File: src/rtl/seg7_result_display.sv
// seg7_result_display
//   Captures the MLP accumulator result on each accepted valid strobe and
//   shows one 16-bit half of it as four hex digits on a multiplexed
//   common-anode seven-segment display.
//
// Parameters
//   CLOCK_FREQ   : clock frequency in Hz
//   DIGIT_HZ     : digit-advance rate; DIV = CLOCK_FREQ/DIGIT_HZ cycles per dwell (DIV >= 4)
//   BLANK_CYCLES : anode-off cycles at the start of each dwell (0 <= BLANK_CYCLES < DIV)
//
// Ports
//   clk             : system clock
//   rst_n           : asynchronous active-low reset
//   value_i         : signed accumulator value, displayed as raw hex
//   value_valid_i   : single-cycle capture strobe
//   page_sel_i      : 0 = show bits [15:0], 1 = show bits [31:16]
//   freeze_i        : 1 = ignore capture strobes
//   blank_i         : 1 = all anodes off
//   seg_o           : cathodes, active-low, [0]=CA .. [6]=CG
//   dp_o            : decimal point, active-low (upper-page marker on digit 0)
//   an_o            : anodes, active-low, [0] = rightmost digit
//   captured_o      : sticky, set by the first accepted capture
//   capture_count_o : number of accepted captures, wraps 255 -> 0
module seg7_result_display #(
    parameter int CLOCK_FREQ   = 100_000_000,
    parameter int DIGIT_HZ     = 1000,
    parameter int BLANK_CYCLES = 16
) (
    input  logic               clk,
    input  logic               rst_n,
    input  logic signed [31:0] value_i,
    input  logic               value_valid_i,
    input  logic               page_sel_i,
    input  logic               freeze_i,
    input  logic               blank_i,
    output logic        [6:0]  seg_o,
    output logic               dp_o,
    output logic        [3:0]  an_o,
    output logic               captured_o,
    output logic        [7:0]  capture_count_o
);

    localparam int DIV = CLOCK_FREQ / DIGIT_HZ;
    localparam int PW  = (DIV > 1) ? $clog2(DIV) : 1;
    localparam logic [PW-1:0] PRESC_TERM = PW'(DIV - 1);
    localparam logic [PW-1:0] BLANK_END  = PW'(BLANK_CYCLES);

    // Standard hex font, active-low, bit order {CG,CF,CE,CD,CC,CB,CA}.
    function automatic logic [6:0] hex_font(input logic [3:0] nib);
        logic [6:0] s;
        case (nib)
            4'h0:    s = 7'b1000000;
            4'h1:    s = 7'b1111001;
            4'h2:    s = 7'b0100100;
            4'h3:    s = 7'b0110000;
            4'h4:    s = 7'b0011001;
            4'h5:    s = 7'b0010010;
            4'h6:    s = 7'b0000010;
            4'h7:    s = 7'b1111000;
            4'h8:    s = 7'b0000000;
            4'h9:    s = 7'b0010000;
            4'hA:    s = 7'b0001000;
            4'hB:    s = 7'b0000011;
            4'hC:    s = 7'b1000110;
            4'hD:    s = 7'b0100001;
            4'hE:    s = 7'b0000110;
            default: s = 7'b0001110;
        endcase
        return s;
    endfunction

    logic signed [31:0] cap_q, cap_d;
    logic               captured_q, captured_d;
    logic        [7:0]  count_q, count_d;
    logic     [PW-1:0]  presc_q, presc_d;
    logic        [1:0]  idx_q, idx_d;
    logic        [6:0]  seg_q, seg_d;
    logic               dp_q, dp_d;
    logic        [3:0]  an_q, an_d;

    logic               accept;
    logic               presc_term;
    logic               dark;
    logic       [15:0]  half;
    logic        [3:0]  nib;

    always_comb begin
        accept     = value_valid_i & ~freeze_i;
        presc_term = (presc_q == PRESC_TERM);

        // Capture path: last accepted strobe wins, freeze leaves everything alone.
        cap_d      = accept ? value_i : cap_q;
        captured_d = captured_q | accept;
        count_d    = accept ? count_q + 8'd1 : count_q;

        // Prescaler and digit index; the index steps on the terminal count.
        presc_d    = presc_term ? '0 : presc_q + PW'(1);
        idx_d      = presc_term ? idx_q + 2'd1 : idx_q;

        // Outputs are built from the pre-edge state, so a capture or index
        // change that lands at edge N appears on the pins at edge N+1.
        half       = page_sel_i ? cap_q[31:16] : cap_q[15:0];
        nib        = half[{idx_q, 2'b00} +: 4];
        seg_d      = hex_font(nib);
        dp_d       = ~(page_sel_i & (idx_q == 2'd0));

        // Anti-ghosting blank at dwell start, user blank, and nothing shown
        // until a first result exists.
        dark       = (presc_q < BLANK_END) | blank_i | ~captured_q;
        an_d       = dark ? 4'b1111 : ~(4'b0001 << idx_q);
    end

    always_ff @(posedge clk or negedge rst_n) begin
        if (!rst_n) begin
            cap_q      <= '0;
            captured_q <= 1'b0;
            count_q    <= 8'd0;
            presc_q    <= '0;
            idx_q      <= 2'd0;
            seg_q      <= 7'b1111111;
            dp_q       <= 1'b1;
            an_q       <= 4'b1111;
        end else begin
            cap_q      <= cap_d;
            captured_q <= captured_d;
            count_q    <= count_d;
            presc_q    <= presc_d;
            idx_q      <= idx_d;
            seg_q      <= seg_d;
            dp_q       <= dp_d;
            an_q       <= an_d;
        end
    end

    assign seg_o           = seg_q;
    assign dp_o            = dp_q;
    assign an_o            = an_q;
    assign captured_o      = captured_q;
    assign capture_count_o = count_q;

endmodule

File: config.mk
export PLATFORM = sky130hd
export DESIGN_NAME = seg7_result_display
export DESIGN_NICKNAME = d
export VERILOG_FILES = /design/src/rtl/seg7_result_display.sv
export SDC_FILE = /design/constraint.sdc
export NUM_CORES = 1
export LEC_CHECK = 0
export CORE_ASPECT_RATIO = 1.4
export CORE_MARGIN = 5
export CORE_UTILIZATION = 33
export DETAILED_ROUTE_END_ITERATION = 6
export GPL_ROUTABILITY_DRIVEN = 0
export PLACE_DENSITY = 0.55
export SLEW_MARGIN = 20
export SYNTH_ARGS = -nofsm -noshare
export SYNTH_HDL_FRONTEND = slang
export SYNTH_SLANG_ARGS = --single-unit
File: constraint.sdc
create_clock -name clk -period 1.9 [get_ports clk]
set_clock_uncertainty 0.05 [all_clocks]
set_input_delay 0.57 -clock clk [delete_from_list [all_inputs] [get_ports clk]]
set_output_delay 0.57 -clock clk [all_outputs]
set_load 0.02 [all_outputs]
==> run summary, run 1 <==
The final reports fail on setup timing. The number of iterations in the first detailed-routing pass is 4. Combinational logic burns 22.4% of the power.

The post-synthesis instance total is 248. The routed via count is 2240. The wire-length estimate of the detail-placed layout is 4960 µm.

The worst IR drop on VDD is 0.541 mV. The wire length per cell came out at 14.2 µm. The initial antenna violation count came out at 0. The overall power came out at 4.74 mW. Measured along the x axis, the die boundary spans 95.3 µm.

For the worst setup path, the data arrival time is 2.13 ns. Counting every net in the synthesized netlist gives 298. The post-detailed-route DRC marker count came out at 0. The final setup violation count came out at 2. The switching power summed over all nets is 1.21 mW. The instance area at placement is 4390 µm².

The aggregate negative setup slack is -0.0293 ns. The power density over the cells came out at 984 nW/µm². The max-capacitance violation count came out at 0.

The worst hold slack across all endpoints is 0.187 ns. The violation count after the first detailed-route iteration is 82. The repair_antennas step left the layout with diodes totalling 0. The worst-margin pin slew is 0.435 ns. The cell area after synthesis came out at 3360 µm². The worst hold path belongs to the class primary input to asynchronous set/reset pin.

The ratio of routed vias to standard cells came out at 4.57. The final cycle utilization of the critical path came out at 101%. The critical path is of the flip-flop to flip-flop type. The share of post-route cells with drive strength above 1 is 38.0%. The final-report max-slew violation count is 0.

The net total in the final layout is 400. The startpoint kind of the worst setup timing path is a flip-flop. Of the total power, the clock network draws 37.6%. The Yosys step of the flow raised 0 warnings. Of all flip-flops after synthesis, the portion carrying an async set or reset was 100%. The initial core utilization is 33.8%.

The clock root buffer is sky130_fd_sc_hd__clkbuf_16. The count of final hold-check violations is 0. The TritonCTS buffer count is 9. The share of the Yosys chip area taken by registers is 54.0%. The number of nets with antenna violations after detailed routing is 0. Pin placement for this block handled 59 I/O pins. Port buffering added 58 buffers. In this run, flip-flops and latches consume 40.0% of the power.

The number of placement rows came out at 43. For this design the static power due to leakage is 2.09 nW. The total routed wirelength is 6940 µm. Of the total power, the share spent switching nets is 25.5%. The number of global-route vias before repair came out at 2417. The clock insertion delay at the later pin of the skew report is 0.33 ns. The post-route non-filler standard cell count is 490.

The placeable core region came out at 9950 µm². The post-route minimum period is 1.92 ns. The sum of overflow across all layers after global routing came out at 0. The synthesis-to-layout area growth is 43.1%. The clock transition time at the flip-flop clock pins of the worst setup and hold paths came out at 0.06 ns. The count of placed standard cells including taps came out at 467.

The finished layout cell area is 4820 µm². The die is 129 µm tall. In this run, synthesis produced a sequential element count of 72. Measured against its own limit, the worst slew margin works out to 70.7%. TritonCTS built the clock tree. The total clock sinks is 72. Entering global routing, the biggest net connects 73 pins. The slack of the critical path is -0.0210 ns. The clock tree buffer depth is 2. The area of the die came out at 12300 µm². The number of enable flip-flop cells after synthesis is 0.

The overall global routing resource usage came out at 12.6%. The unique cell type count in the Yosys netlist came out at 41. The average instance area after synthesis is 13.6 µm². The wire length of the first global-routing pass is 11800 µm. The number of H-tree levels came out at 3.

The most used flip-flop cell after synthesis is sky130_fd_sc_hd__dfrtp_1. The maximum clock frequency is 521 MHz. The run finished, with violations left. The type of destination of the critical path is a flip-flop. At the worst endpoint, the required time is 2.11 ns. The internal power of the cells totals 3.53 mW.

The peak fanout along the critical path came out at 5. Setup repair after global routing could not meet its margin everywhere.
==> layout by cell type, fill, tap and decap left out, types with 2 or more instances in the layout <==
cell / count
sky130_fd_sc_hd__nor3_1: 4
sky130_fd_sc_hd__buf_6: 2
sky130_fd_sc_hd__clkbuf_1: 3
sky130_fd_sc_hd__clkdlybuf4s50_1: 35
sky130_fd_sc_hd__o31ai_1: 2
sky130_fd_sc_hd__xnor2_1: 13
sky130_fd_sc_hd__mux2_2: 35
sky130_fd_sc_hd__dlygate4sd2_1: 21
sky130_fd_sc_hd__and4_1: 4
sky130_fd_sc_hd__buf_4: 37
sky130_fd_sc_hd__nor2_1: 8
sky130_fd_sc_hd__dfrtp_1: 59
sky130_fd_sc_hd__mux4_2: 8
sky130_fd_sc_hd__buf_12: 4
sky130_fd_sc_hd__dfstp_2: 12
sky130_fd_sc_hd__bufinv_16: 2
sky130_fd_sc_hd__inv_2: 4
sky130_fd_sc_hd__clkbuf_16: 9
sky130_fd_sc_hd__or4_1: 2
sky130_fd_sc_hd__nand2_1: 11
sky130_fd_sc_hd__ha_1: 8
sky130_fd_sc_hd__nand3_1: 13
sky130_fd_sc_hd__mux2i_1: 5
sky130_fd_sc_hd__nand4_1: 6
sky130_fd_sc_hd__mux2i_4: 4
sky130_fd_sc_hd__inv_1: 5
sky130_fd_sc_hd__xor2_1: 9
sky130_fd_sc_hd__ha_4: 3
sky130_fd_sc_hd__mux2_4: 2
==> flip-flops by register name, indices dropped and copies added (netlist names) <==
| name | flops |
|---|---|
| an_o | 4 |
| dp_o | 1 |
| captured_o | 1 |
| idx_q | 2 |
| presc_q | 17 |
| seg_o | 7 |
| capture_count_o | 8 |
| cap_q | 32 |
==> synthesized netlist by cell type, types with 2 or more instances <==
cell type	instances	share of area, %
sky130_fd_sc_hd__mux4_1	4	3.1
sky130_fd_sc_hd__xor2_1	9	2.3
sky130_fd_sc_hd__dfrtp_1	60	45
sky130_fd_sc_hd__nor2b_1	2	0.37
sky130_fd_sc_hd__buf_2	2	0.30
sky130_fd_sc_hd__xnor2_1	13	3.4
sky130_fd_sc_hd__and4_1	4	1.0
sky130_fd_sc_hd__mux4_2	4	2.7
sky130_fd_sc_hd__dfstp_2	12	9.4
sky130_fd_sc_hd__ha_1	12	4.5
sky130_fd_sc_hd__mux2i_1	7	2.1
sky130_fd_sc_hd__nor4_1	3	0.56
sky130_fd_sc_hd__or4_1	2	0.45
sky130_fd_sc_hd__buf_1	4	0.45
sky130_fd_sc_hd__mux2_2	36	12
sky130_fd_sc_hd__nand4_1	6	1.1
sky130_fd_sc_hd__nand2_1	12	1.3
sky130_fd_sc_hd__inv_1	8	0.89
sky130_fd_sc_hd__o31ai_1	2	0.45
sky130_fd_sc_hd__mux2i_4	2	1.3
sky130_fd_sc_hd__nor3_1	4	0.60
sky130_fd_sc_hd__nand3_1	13	1.9
sky130_fd_sc_hd__and3_1	2	0.37
sky130_fd_sc_hd__nor2_1	8	0.89
==> area by class of cell <==
class,instances,area [µm²]
clock buffers,13,250
clock inverters,3,65.1
fillers,924,5140
inverters,9,33.8
multi-input cells,158,1560
flip-flops and latches,72,1820
well taps,135,169
repair buffers,100,920
==> critical path: stages, from the launching register on <==
cell                      delay (ns)
sky130_fd_sc_hd__dfrtp_1        0.39
sky130_fd_sc_hd__mux4_2         0.51
sky130_fd_sc_hd__mux2i_4        0.24
sky130_fd_sc_hd__inv_2          0.10
sky130_fd_sc_hd__ha_2           0.18
sky130_fd_sc_hd__mux2_4         0.27
sky130_fd_sc_hd__o21ai_2        0.12
==> metal layers <==
metal	vias to the layer above	global-route usage [%]	share of wire [%]
met5	-	0	0
met4	0	6.63	2.4
met3	10	3.14	3.9
met2	44	19.1	49
met1	1093	16.4	44
li1	1093	-	-
==> final timing paths <==
check / cells after the start / end / slack, ns / startpoint
max: 6 / seg_o[4]$_DFF_PN1_ / -0.02 / cap_q[25]$_DFFE_PN0P_
min: 2 / capture_count_o[6]$_DFFE_PN0P_ / 0.19 / rst_n
max reg2reg: 6 / seg_o[4]$_DFF_PN1_ / -0.02 / cap_q[25]$_DFFE_PN0P_
min reg2reg: 1 / capture_count_o[7]$_DFFE_PN0P_ / 0.42 / capture_count_o[7]$_DFFE_PN0P_
max in group asynchronous: 2 / seg_o[4]$_DFF_PN1_ / 1.25 / rst_n
min in group clk: 2 / dp_o$_DFF_PN1_ / 0.35 / page_sel_i
==> cells by family (layout without fill, tap and decap cells) <==
family | after synthesis | after routing | synth area share (%)
compound gates | 10 | 10 | 2.23
buf+inv | 18 | 125 | 2.42
xor+xnor | 22 | 22 | 5.73
mux | 54 | 54 | 21.7
simple gates | 60 | 60 | 9.45
flops | 72 | 72 | 54.0
fa+ha+maj | 12 | 12 | 4.46
==> power groups by stage <==
| stage | clock [mW] | sequential [mW] | combinational (mW) |
|---|---|---|---|
| after floorplan | 0 | 2.04 | 0.441 |
| after global placement | 0 | 1.92 | 1.07 |
| after detailed placement | 0 | 1.93 | 1.08 |
| after CTS | 1.84 | 1.90 | 1.06 |
| after global routing | 1.90 | 1.93 | 1.16 |
| final | 1.78 | 1.89 | 1.06 |
==> repair_timing <==
action                                  CTS  global route
pin swaps                                 7             4
setup buffers                             6             2
resized for setup                        38             7
endpoints found under the setup margin   30             8
hold buffers                              0             0
==> through the flow <==
stage	util, %	worst slack (ns)
floorplan	-	-0.257
global placement	44.1	-0.906
detailed placement	44.1	-0.918
CTS	48.1	-0.109
global route	48.4	-0.0911
finish	48.4	-0.0210
Power figures use the tool's default switching activity.
==> inputs of run 2 (changes only) <==
--- a/config.mk
+++ b/config.mk
@@ -6,11 +6,10 @@
 export NUM_CORES = 1
 export LEC_CHECK = 0
 export CORE_ASPECT_RATIO = 1.4
-export CORE_MARGIN = 5
-export CORE_UTILIZATION = 33
+export CORE_UTILIZATION = 47
 export DETAILED_ROUTE_END_ITERATION = 6
 export GPL_ROUTABILITY_DRIVEN = 0
-export PLACE_DENSITY = 0.55
+export PLACE_DENSITY = 0.74
 export SLEW_MARGIN = 20
 export SYNTH_ARGS = -nofsm -noshare
 export SYNTH_HDL_FRONTEND = slang
==> run 2 against run 1 <==
The flow still finishes with violations (setup timing). Register-to-register slack better by 0.05 ns. Core utilization is 18 points higher. Global-route usage is 7.1 points higher. Die area is 39% lower. Worst hold slack better by 0.0026 ns. Sequential power hardly changed. Clock-buffer cell count is 2 lower. Combinational power is 5% lower. Wire length is 4.8% lower. Maximum frequency is 0.52% lower. Worst setup slack worse by 0.010 ns. First-iteration DRC count is 3.7% lower. Largest power group unchanged. Highest routed layer unchanged.
==> run summary, run 2 (synthesized netlist as in run 1, its figures left out) <==
The flip-flop count of the largest register, all copies and words added came out at 32. Leaving out fill and tap cells, the most frequent cell in the layout is sky130_fd_sc_hd__dfrtp_1. The fraction of power spent switching nets is 28.5%. The number of global-route vias before repair is 2354. The number of H-tree levels came out at 3. Entering global routing, the biggest net connects 73 pins. After layout, the design draws a total of 4.18 mW. The initial core utilization is 48.5%. The run finished, with violations left.

The routed design could run at a clock period as short as 1.93 ns. The number of antenna diodes in the final layout is 0. In the final design database the tool counted 392 nets.

The register with the most flip-flops in the final layout is cap_q. The relative max-transition margin came out at 70.9%. The total routed wirelength is 6610 µm.

After global routing the overflow that remains totals 0. After detailed placement, the total cell area comes to 4300 µm². The checks that failed: setup timing. The number of buffers inserted by hold repair at cts came out at 0. The register share of total power is 45.8%.

The clock tree buffer depth is 2. In this run the vertical extent of the chip is 102 µm. In this run the horizontal extent of the chip is 73.5 µm. The first detailed-routing pass took 4 iterations. The switching power summed over all nets is 1.19 mW.

The portion of total power attributed to the clock network is 29.9%. The wire length per cell is 15.0 µm. The aggregate negative setup slack came out at -0.0448 ns.

At the pin with the least slew margin, the transition time is 0.433 ns. Along the worst path, the maximum fanout reaches 5. The wire length of the first global-routing pass came out at 10900 µm. The count of final hold-check violations is 0. The TritonCTS buffer count is 9. The post-detailed-route DRC marker count is 0. The initial antenna violation count came to 0. The final setup violation count came out at 3. The maximum clock frequency came out at 518 MHz. The clock root buffer is sky130_fd_sc_hd__clkbuf_8. Data on the critical path is required at its endpoint by 2.12 ns. The placed wire-length estimate came out at 4640 µm. The worst setup slack before clock tree synthesis came out at -0.860 ns. The number of port buffers is 58. The clock net in this run drives a total of 72 sinks. STA classifies the critical path endpoint as a flip-flop. In the post-route analysis, the smallest setup slack over all paths is -0.0312 ns. Setup repair after global routing could not meet its margin everywhere.

For this design the static power due to leakage is 2.00 nW. The placeable core region is 6940 µm². The worst hold slack across all endpoints is 0.189 ns. The depth of the most critical reg-to-reg path is 6. The combinational group share of total power is 24.2%. In the final layout, the share of cells above drive strength 1 is 37.5%.

Leaving out fill and tap cells, the most frequent cells in the layout are 59 x sky130_fd_sc_hd__dfrtp_1, 36 x sky130_fd_sc_hd__mux2_2, 35 x sky130_fd_sc_hd__clkdlybuf4s50_1, 26 x sky130_fd_sc_hd__buf_4, 21 x sky130_fd_sc_hd__dlygate4sd2_1. The critical path start-end classification is primary input to flip-flop. The finished layout cell area is 4630 µm². From synthesis to final layout, the design area changed by 37.5%.

The path class of the tightest hold or removal check is primary input to asynchronous set/reset pin. The ratio of routed vias to standard cells came out at 5.11. The worst IR drop on VDD is 0.588 mV. The floorplan step defined a die boundary enclosing 7510 µm². The clock transition time at the flip-flop clock pins of the worst setup and hold paths came out at 0.08 ns. Pin placement for this block handled 59 I/O pins. Across the run, the number of max-cap violations was 0.

The startpoint kind of the worst setup timing path is a primary input. The clock reaches the later pin of the worst-skew pair after 0.34 ns. The CTS tree is yes. The power density over the cells is 903 nW/µm². The floorplan has 36 rows.

Global routing used 19.6% of the available tracks across all layers. The number of nets with antenna violations after detailed routing came out at 0. The final-report max-slew violation count is 0.

The internal cell power came out at 2.99 mW. The worst path arrival time is 2.16 ns. The routed layout has 2260 vias.

The final cycle utilization of the critical path came out at 102%. The first routing iteration left 79 violations.
-- run 2: what timing repair did --
action | in CTS | in global routing
setup buffers | 2 | 1
endpoints found under the setup margin | 29 | 14
pin swaps | 3 | 5
gates resized for setup | 37 | 12
gates cloned | 1 | 0
-- run 2: per-stage QoR --
step | util (%) | std cells
6_report | 66.7 | 442
5_1_grt | 66.7 | 442
4_1_cts | 65.8 | 442
3_5_place_dp | 62.0 | 423
3_3_place_gp | 62.0 | 423
2_1_floorplan | - | 248
-- run 2: power by group through the flow --
stage | combinational (mW) | sequential, mW | clock, mW
after floorplan | 0.441 | 2.04 | 0
after global placement | 1.00 | 1.94 | 0
after detailed placement | 1.02 | 1.95 | 0
after CTS | 0.985 | 1.92 | 1.26
after global routing | 1.09 | 1.95 | 1.36
final | 1.01 | 1.92 | 1.25
-- run 2: final cells by class --
type	instances	area, µm²
fill	542	2310
sequential	72	1820
multi-input combinational	158	1570
timing repair buffer	92	875
clock buffer	11	151
tap	95	119
clock inverter	5	55.1
inverter	9	33.8
-- run 2: layer usage --
metal	part of all wire (%)	routed length [µm]	track usage [%]
met3	2.9	193	3.25
met4	1.7	114	11.1
met1	44	2890	24.4
met5	0	0	0
met2	52	3410	32.3
-- run 2: final timing paths --
path,from,to,slack (ns)
max,page_sel_i,seg_o[0]$_DFF_PN1_,-0.03
min,rst_n,presc_q[5]$_DFF_PN0_,0.19
max reg2reg,cap_q[28]$_DFFE_PN0P_,seg_o[0]$_DFF_PN1_,0.03
min reg2reg,presc_q[0]$_DFF_PN0_,presc_q[0]$_DFF_PN0_,0.43
max in group asynchronous,rst_n,seg_o[4]$_DFF_PN1_,1.28
min in group clk,presc_q[0]$_DFF_PN0_,presc_q[0]$_DFF_PN0_,0.43
-- run 2: worst max-delay path: stages --
cell	delay (ns)
sky130_fd_sc_hd__buf_8	0.09
sky130_fd_sc_hd__buf_12	0.11
sky130_fd_sc_hd__mux4_2	0.52
sky130_fd_sc_hd__mux2i_4	0.21
sky130_fd_sc_hd__inv_2	0.10
sky130_fd_sc_hd__ha_4	0.18
sky130_fd_sc_hd__and3_4	0.14
sky130_fd_sc_hd__a211o_1	0.23
==> inputs of run 3 (changes only) <==
--- a/config.mk
+++ b/config.mk
@@ -9,7 +9,7 @@
 export CORE_UTILIZATION = 47
 export DETAILED_ROUTE_END_ITERATION = 6
 export GPL_ROUTABILITY_DRIVEN = 0
-export PLACE_DENSITY = 0.74
+export PLACE_DENSITY = 0.75
 export SLEW_MARGIN = 20
 export SYNTH_ARGS = -nofsm -noshare
 export SYNTH_HDL_FRONTEND = slang
==> run 3 against run 2 <==
The flow still finishes with violations (setup timing). First-iteration DRC count up 29%. Sequential share of layout area is 0.85 points lower. Combinational power increased by 5%. Final cell count up 1.8%.
==> run summary, run 3 (synthesized netlist as in run 1, its figures left out) <==
The violation count after the first detailed-route iteration came out at 102. The die outline width came out at 73.5 µm. The area of the die is 7510 µm².

In the routed design, unresolved DRC markers number 0. The ratio of routed vias to standard cells is 5.16. The number of H-tree levels is 3.

For the worst-skew pair, the clock arrives at the later sink with an insertion delay of 0.35 ns. The required time at the endpoint of the critical path came out at 2.13 ns. The post-route core utilization came out at 68.2%.

The total clock sinks came out at 72. The wire length per cell is 14.9 µm. For this design the ratio of total power to cell area is 964 nW/µm². The TritonCTS buffer count is 9. The placeable core region is 6940 µm². 59 I/O pins were placed. cap_q holds more flip-flops than any other register. In the layout the commonest cells are 59 x sky130_fd_sc_hd__dfrtp_1, 36 x sky130_fd_sc_hd__buf_4, 35 x sky130_fd_sc_hd__mux2_2, 35 x sky130_fd_sc_hd__clkdlybuf4s50_1, 21 x sky130_fd_sc_hd__dlygate4sd2_1. The worst-margin pin slew is 0.513 ns. For this configuration, the core starts out at a cell density of 48.5%. The path type of the worst min-delay path is primary input to asynchronous set/reset pin. The number of iterations in the first detailed-routing pass came out at 4. Along the worst path, the maximum fanout reaches 5. The worst path arrival time came out at 2.17 ns.

Setup slack on the critical path of the routed design comes to -0.0461 ns. The placed instances occupy a cell area of 4320 µm². The final-report max-slew violation count came out at 0. The placed wire-length estimate came out at 4380 µm. The finished layout cell area is 4730 µm². The initial antenna violation count came out at 0.

TritonCTS built the clock tree. After detailed routing, no signal wire sits above met4. The wire length of the first global-routing pass is 10800 µm.

Across all hold checks on the routed design, the worst slack comes to 0.173 ns. The final cycle utilization of the critical path is 102%. The number of global-route vias before repair came to 2262.

The run finished, with violations left. Derived from the worst setup path, the maximum achievable clock frequency is 514 MHz. The sum of overflow across all layers after global routing came out at 0.

Compared with the post-synthesis result, the final layout area differs by 40.5%. The routed design has 6680 µm of wire. The count of final hold-check violations came out at 0. The tree is rooted in a sky130_fd_sc_hd__clkbuf_8. The maximum number of pins on one net before global-route repair is 73. The amount of wire on met3 after detailed routing came out at 237 µm. The share of post-route cells with drive strength above 1 came out at 38.6%. The worst setup path is launched from a primary input. The number of placement rows came out at 36.

The checks that failed: setup timing. The vertical die dimension is 102 µm. The number of port buffers came out at 58. Setup repair after global routing could not meet its margin everywhere.

The worst IR drop on VDD is 0.665 mV. The standby leakage power came out at 2.07 nW. The number of diodes added for antenna fixing came out at 0. The post-route minimum period came out at 1.95 ns. For this block, wires on met1 add up to 2990 µm. The max-capacitance violation count came out at 0.

The total met2 wirelength after detailed routing is 3310 µm. The relative max-transition margin is 65.6%. The register with the most flip-flops in the layout has 32 of them. The net total in the final layout is 400. The critical path start-end classification is primary input to flip-flop. The clock tree buffer depth is 2.

The final setup violation count is 5. The overall global routing resource usage came out at 19.5%. Across all layers, the routed design uses 2322 vias.

The worst setup path is captured at a flip-flop. After clock tree synthesis, the clock-pin slew on the worst setup and hold paths is 0.08 ns. The commonest non-fill, non-tap cell in the layout is sky130_fd_sc_hd__dfrtp_1. The number of nets with antenna violations after detailed routing came out at 0.
==> run 3: cell count changes in the layout (fill, tap and decap cells not counted), moves of 2 or more <==
cell,previous run,this run
sky130_fd_sc_hd__bufinv_16,1,4
sky130_fd_sc_hd__buf_6,4,2
sky130_fd_sc_hd__ha_1,7,9
sky130_fd_sc_hd__buf_4,26,36
sky130_fd_sc_hd__clkbuf_8,11,9
sky130_fd_sc_hd__clkinv_2,2,0
sky130_fd_sc_hd__ha_4,4,2
==> run 3: final timing paths <==
check | from | endpoint | slack (ns) | depth (start not counted)
setup / recovery | page_sel_i | seg_o[0]$_DFF_PN1_ | -0.05 | 7
hold / removal | rst_n | capture_count_o[6]$_DFFE_PN0P_ | 0.17 | 2
setup reg to reg | cap_q[28]$_DFFE_PN0P_ | seg_o[0]$_DFF_PN1_ | 0.02 | 5
hold reg to reg | capture_count_o[7]$_DFFE_PN0P_ | capture_count_o[7]$_DFFE_PN0P_ | 0.42 | 1
max in group asynchronous | rst_n | seg_o[0]$_DFF_PN1_ | 1.28 | 2
min in group clk | capture_count_o[7]$_DFFE_PN0P_ | capture_count_o[7]$_DFFE_PN0P_ | 0.42 | 1
==> run 3: repair_timing <==
item                       CTS  global route
hold buffers                 0             0
pin swaps                    4             4
setup endpoints to repair   30             9
gates resized for setup     39             5
buffers inserted             3             5
gates cloned                 1             0
==> run 3: critical path: stages <==
cell                      delay, ns
sky130_fd_sc_hd__buf_8         0.09
sky130_fd_sc_hd__buf_12        0.12
sky130_fd_sc_hd__mux4_2        0.52
sky130_fd_sc_hd__mux2i_4       0.22
sky130_fd_sc_hd__inv_2         0.08
sky130_fd_sc_hd__ha_1          0.28
sky130_fd_sc_hd__a211o_1       0.30
==> run 3: power by group <==
part | total [mW] | internal [mW] | switching (mW)
combinational | 1.06 | 0.573 | 0.490
clock | 1.59 | 1.01 | 0.589
sequential | 1.90 | 1.77 | 0.130
==> run 3: area by class of cell <==
cell class | instances | area [µm²]
inverters | 9 | 33.8
clock buffers | 9 | 124
repair buffers | 100 | 935
fillers | 530 | 2210
flip-flops and latches | 72 | 1820
multi-input cells | 158 | 1560
well taps | 95 | 119
clock inverters | 7 | 144
==> run 3: per-stage QoR <==
stage / instances / power (mW) / setup slack [ns] / TNS, ns
after floorplan: 248 / 2.48 / -0.257 / -1.46
after global placement: 425 / 2.96 / -0.818 / -7.51
after detailed placement: 425 / 2.99 / -0.877 / -7.83
after CTS: 445 / 4.55 / -0.00187 / -0.00187
after global routing: 450 / 4.77 / -0.0911 / -0.567
final: 450 / 4.56 / -0.0461 / -0.160
==> run 3: per-layer routing <==
| layer | GRT usage, % | vias up |
|---|---|---|
| met5 | 0 | - |
| met2 | 30.6 | 62 |
| met4 | 8.43 | 0 |
| met1 | 25.6 | 1157 |
| met3 | 5.13 | 11 |
| li1 | - | 1092 |
